`config.mk`:
```
export PLATFORM = sky130hd
export DESIGN_NAME = lp_arith_issue
export DESIGN_NICKNAME = d
export VERILOG_FILES = /design/src/rtl/lp_arith_issue.sv
export SDC_FILE = /design/constraint.sdc
export NUM_CORES = 1
export LEC_CHECK = 0
export ABC_CLOCK_PERIOD_IN_PS = 2800
export BUFFER_PORTS_ARGS = -buffer_cell sky130_fd_sc_hd__buf_2
export CORE_ASPECT_RATIO = 1.5
export CORE_MARGIN = 1.5
export CORE_UTILIZATION = 50
export CTS_CLUSTER_SIZE = 40
export DETAILED_ROUTE_END_ITERATION = 6
export GPL_TIMING_DRIVEN = 0
export HOLD_SLACK_MARGIN = 0.02
export PLACE_DENSITY = 0.74
export SETUP_SLACK_MARGIN = 0.4
export SYNTH_ARGS = -nofsm -noshare
export SYNTH_HDL_FRONTEND = slang
export SYNTH_SLANG_ARGS = --single-unit
```
`constraint.sdc`:
```
create_clock -name clk -period 2.8 [get_ports clk]
set_clock_uncertainty 0.15 [all_clocks]
set_input_delay 0.28 -clock clk [delete_from_list [all_inputs] [get_ports clk]]
set_output_delay 0.28 -clock clk [all_outputs]
set_load 0.02 [all_outputs]
```
`src/rtl/lp_arith_issue.sv`:
```
// rtl/lp_arith_issue.sv - FIFO-buffered issue/capture stage around a power-gated arithmetic unit.
// Optional completed-op counter built only when LP_ARITH_ISSUE_STATS_EN is defined.
module lp_arith_issue #(
    parameter int WIDTH = 8,
    parameter int DEPTH = 4
) (
    input  logic                 clk,
    input  logic                 rst,
    input  logic                 in_valid,
    output logic                 in_ready,
    input  logic [WIDTH-1:0]     in_a,
    input  logic [WIDTH-1:0]     in_b,
    input  logic [1:0]           in_op,
    output logic [WIDTH-1:0]     alu_a,
    output logic [WIDTH-1:0]     alu_b,
    output logic [1:0]           alu_op,
    input  logic [2*WIDTH-1:0]   alu_result,
    output logic                 out_valid,
    input  logic                 out_ready,
    output logic [2*WIDTH-1:0]   out_result,
    output logic [1:0]           out_op,
    output logic [15:0]          ops_done
);
    localparam int AW = $clog2(DEPTH);
    localparam int CW = AW + 1;
    localparam int EW = 2 * WIDTH + 2;
    localparam logic [CW-1:0] FULL_CNT = CW'(DEPTH);
    localparam logic [1:0]    OP_IDLE  = 2'b11;

    logic [EW-1:0]    r_mem [DEPTH];
    logic [AW-1:0]    r_wptr;
    logic [AW-1:0]    r_rptr;
    logic [CW-1:0]    r_count;

    logic             r_s1_valid;
    logic [WIDTH-1:0] r_s1_a;
    logic [WIDTH-1:0] r_s1_b;
    logic [1:0]       r_s1_op;

    logic             r_out_valid;
    logic [2*WIDTH-1:0] r_out_result;
    logic [1:0]       r_out_op;

    logic             w_accept;
    logic             w_push;
    logic             w_pop;
    logic             w_s2_free;
    logic             w_s2_cap;
    logic [EW-1:0]    w_head;

    // in_ready comes from the registered count, so a same-cycle pop never reopens it early.
    assign in_ready  = (r_count != FULL_CNT);
    assign w_accept  = in_valid & in_ready;
    assign w_push    = w_accept & (in_op != OP_IDLE);
    assign w_s2_free = ~r_out_valid | out_ready;
    assign w_pop     = (r_count != '0) & (~r_s1_valid | w_s2_free);
    assign w_s2_cap  = r_s1_valid & w_s2_free;
    assign w_head    = r_mem[r_rptr];

    always_ff @(posedge clk) begin
        if (w_push) begin
            r_mem[r_wptr] <= {in_op, in_a, in_b};
        end
    end

    always_ff @(posedge clk or posedge rst) begin
        if (rst) begin
            r_wptr  <= '0;
            r_rptr  <= '0;
            r_count <= '0;
        end else begin
            if (w_push) begin
                r_wptr <= r_wptr + 1'b1;
            end
            if (w_pop) begin
                r_rptr <= r_rptr + 1'b1;
            end
            case ({w_push, w_pop})
                2'b10:   r_count <= r_count + 1'b1;
                2'b01:   r_count <= r_count - 1'b1;
                default: r_count <= r_count;
            endcase
        end
    end

    // Idle S1 parks operands at zero and op at NOP so the unit sees no toggling.
    always_ff @(posedge clk or posedge rst) begin
        if (rst) begin
            r_s1_valid <= 1'b0;
            r_s1_a     <= '0;
            r_s1_b     <= '0;
            r_s1_op    <= OP_IDLE;
        end else if (w_pop) begin
            r_s1_valid <= 1'b1;
            r_s1_op    <= w_head[EW-1 -: 2];
            r_s1_a     <= w_head[2*WIDTH-1 -: WIDTH];
            r_s1_b     <= w_head[WIDTH-1:0];
        end else if (w_s2_cap) begin
            r_s1_valid <= 1'b0;
            r_s1_a     <= '0;
            r_s1_b     <= '0;
            r_s1_op    <= OP_IDLE;
        end
    end

    always_ff @(posedge clk or posedge rst) begin
        if (rst) begin
            r_out_valid  <= 1'b0;
            r_out_result <= '0;
            r_out_op     <= 2'b00;
        end else if (w_s2_cap) begin
            r_out_valid  <= 1'b1;
            r_out_result <= alu_result;
            r_out_op     <= r_s1_op;
        end else if (out_ready) begin
            r_out_valid  <= 1'b0;
        end
    end

`ifdef LP_ARITH_ISSUE_STATS_EN
    logic [15:0] r_ops_done;

    always_ff @(posedge clk or posedge rst) begin
        if (rst) begin
            r_ops_done <= 16'h0;
        end else if (r_out_valid & out_ready) begin
            r_ops_done <= r_ops_done + 16'h1;
        end
    end

    assign ops_done = r_ops_done;
`else
    assign ops_done = 16'h0;
`endif

    assign alu_a      = r_s1_a;
    assign alu_b      = r_s1_b;
    assign alu_op     = r_s1_op;
    assign out_valid  = r_out_valid;
    assign out_result = r_out_result;
    assign out_op     = r_out_op;

endmodule

```
==> results.cfg <==
[logic_synthesis]
synth_mux_area_share_pct = 14.0
synthTopCellsByArea = edfxtp_1 (48%), dfrtp_1 (24%), mux4_2 (8.9%)
synth_xor_area_share_pct = 1.16
yosysWarnings = 0
synthSimpleGateAreaFrac_pct = 2.32
ys_ff_latch = 117
synth_async_sr_flop_share_pct = 38.5
synth-main-ff-cell = edfxtp_1
synth_top_area_share_pct = 47.6
synth.distinct_cells = 29
synth_top_area_cell = edfxtp_1
syn_avg_cell_area_um2 = 19.4
synth_seq_area_share_pct = 72.5
synth_top_family_by_area = multiplexers
synth_compound_area_share_pct = 3.83
syn-cell-area_um2 = 4540
yosys.area_share.adder_pct = 1.82
synth_cells = 234
synth_most_common_cell = edfxtp_1
synth-edff-count = 72
ys_top_cells_by_count = edfxtp_1 (72), dfrtp_1 (43), mux2_2 (19)

[global_routing]
antenna_found_initial = 0
grt_max_degree = 36
grt_pass1_vias = 2542
grt_overflow_total = 0
grt_pass1_wl_um = 12700
grt_use_total_pct = 18.5

[setup_path]
slowest_stage = fa_2
r2r_start = r_count[1]
cpPeakStageDelay_ns = 0.44
r2r_setup_slack_ns = 0.43
cp-start-kind = flip-flop
cp-startpoint = r_count[1]
crit_top_cell = buf_6
worst_ep_required_time_ns = 2.93
crit_fanout = 2
critPathKind = reg -> reg
worstSetupEndpointType = flip-flop
arrival_ns = 2.50
crit_chain = buf_6 > or3b_4 > and3_4 > buf_6 > inv_2 > ha_2 > fa_2 > mux2_4

[clock_network]
insertion_delay_ns = 0.41
cts-root-buf = clkbuf_16
cts.sinks = 117
h-tree-depth = 4
tritoncts = done
cts_buffer_depth = 2
cts_buffers = 17
clk_pin_slew_ns = 0.05

[timing]
min_period_ns = 2.37
hold_ws_ns = 0.232
setup_viol = 0
finalMaxSlewViolations = 0
hold_viol = 0
grt_setup_unrepaired = true
worst_pin_slew_ns = 0.527
setup_tns_ns = 0
fin_crit_sh_pct = 84.6
max_freq_ghz = 0.422
relSlewSlack_pct = 64.9

[routing]
totalWireLength_um = 8170
ant_nets = 0
via_per_inst = 4.97
vias = 2552
drtIter0Drc = 83
detail_route.wl_per_cell_um = 15.9
drc = 0
first_pass_iters = 4

[layout]
drive_gt1_share_pct = 47.4
final_cells = 513
area_delta_synth_final_pct = 36.5
num-fill-cells = 564
n_antenna_cell = 0
nets = 434

[placed_design]
dpl.hpwl_um = 4990
dpl.cell_count = 435
io_buffers = 75
gp_congestion = 0.666

[floorplan]
ioPinCount = 92
core_um2 = 8830
chipWidth_um = 80.8
num_rows = 42
die_area_um2 = 9670
start_util_pct = 51.4
die_h_um = 120

[pwr]
p_total_w = 0.00665
vdd_ir_drop_max_uv = 608
power_leakage_nw = 2.58
power_density_nw_per_um2 = 1070

[worst_hold_path]
hp-class = in -> async

[status]
status = completed

[flow_run]
cap_violations = 0
==> cell type report <==
cell class	instances	area [um2]	share of cell area, %
sequential	117	3290	53.1
timing repair buffer	122	835	13.5
clock inverter	13	164	2.65
multi-input combinational	101	1130	18.2
inverter	7	28.8	0.465
clock buffer	19	433	6.99
buffer	24	175	2.83
tap	110	138	2.22
==> worst max-delay path, delay by kind of cell (launching register included) <==
family,cells,cell delay [ns]
buffers and inverters,3,0.27
AND/OR/NAND/NOR,2,0.53
adder cells (fa/ha/maj),2,0.63
multiplexers,1,0.28
flip-flops,1,0.39
==> flip-flops by register name (all words and copies together), names as in the netlist <==
name and count:
out_op 2, alu_b 8, r_rptr 2, r_wptr 2, out_valid 1, r_s1_valid 1, r_count 3, alu_op 2
r_mem 72, out_result 16, alu_a 8
==> layout by cell type, fill, tap and decap left out, types with 4 or more instances in the layout <==
cell	netlist	layout
buf_2	6	80
edfxtp_1	72	72
dfrtp_1	43	43
dlygate4sd3_1	0	36
buf_4	17	26
mux2_2	19	18
mux4_2	18	18
clkbuf_16	0	17
a22o_1	16	16
conb_1	1	16
xnor2_1	5	5
clkinv_2	0	5
inv_1	6	4
and2_2	4	4
ha_1	5	4
bufinv_16	0	4
==> path summary, 6_finish.rpt <==
check	cells past startpoint	end
max	8	r_count[1]
min	3	alu_a[6]
max reg2reg	8	r_count[1]
min reg2reg	2	alu_op[1]
max in group asynchronous	4	alu_op[1]
min in group clk	4	r_s1_valid
==> where the power goes <==
part	leakage, nW	internal (W)	total [W]	switching (W)
Combinational	1.10	0.000973	0.00202	0.00104
Clock	0.293	0.00147	0.00215	0.000680
Sequential	1.18	0.00231	0.00249	0.000184
==> repair_timing <==
item,CTS,global route
resized for setup,7,4
pin swaps,1,7
endpoints found under the setup margin,2,2
hold buffers,36,0
setup buffers,4,6
hold endpoints to repair,132,0
==> layer usage <==
layer	up-vias	global-route usage, %	part of all wire, %
li1	1177	-	-
met1	1281	20.9	38
met2	84	31.2	54
met3	10	6.31	5.4
met4	0	8.41	1.7
met5	-	0	0
==> stage by stage <==
| step | instance area (um2) | setup slack (ns) | utilization, % |
|---|---|---|---|
| detailed placement | 5130 | 0.222 | 58.1 |
| CTS | 6140 | 0.389 | 69.5 |
| floorplan | 4590 | 0.423 | - |
| global route | 6190 | 0.385 | 70.2 |
| global placement | 5110 | 0.288 | 57.9 |
| finish | 6190 | 0.432 | 70.2 |
==> kinds of logic after synthesis <==
| family | Yosys count |
|---|---|
| compound gates | 19 |
| flops | 117 |
| buf+inv | 31 |
| fa+ha+maj | 6 |
| simple gates | 16 |
| mux | 38 |
| xor+xnor | 6 |
| other cells | 1 |
Power figures use the tool's default switching activity.
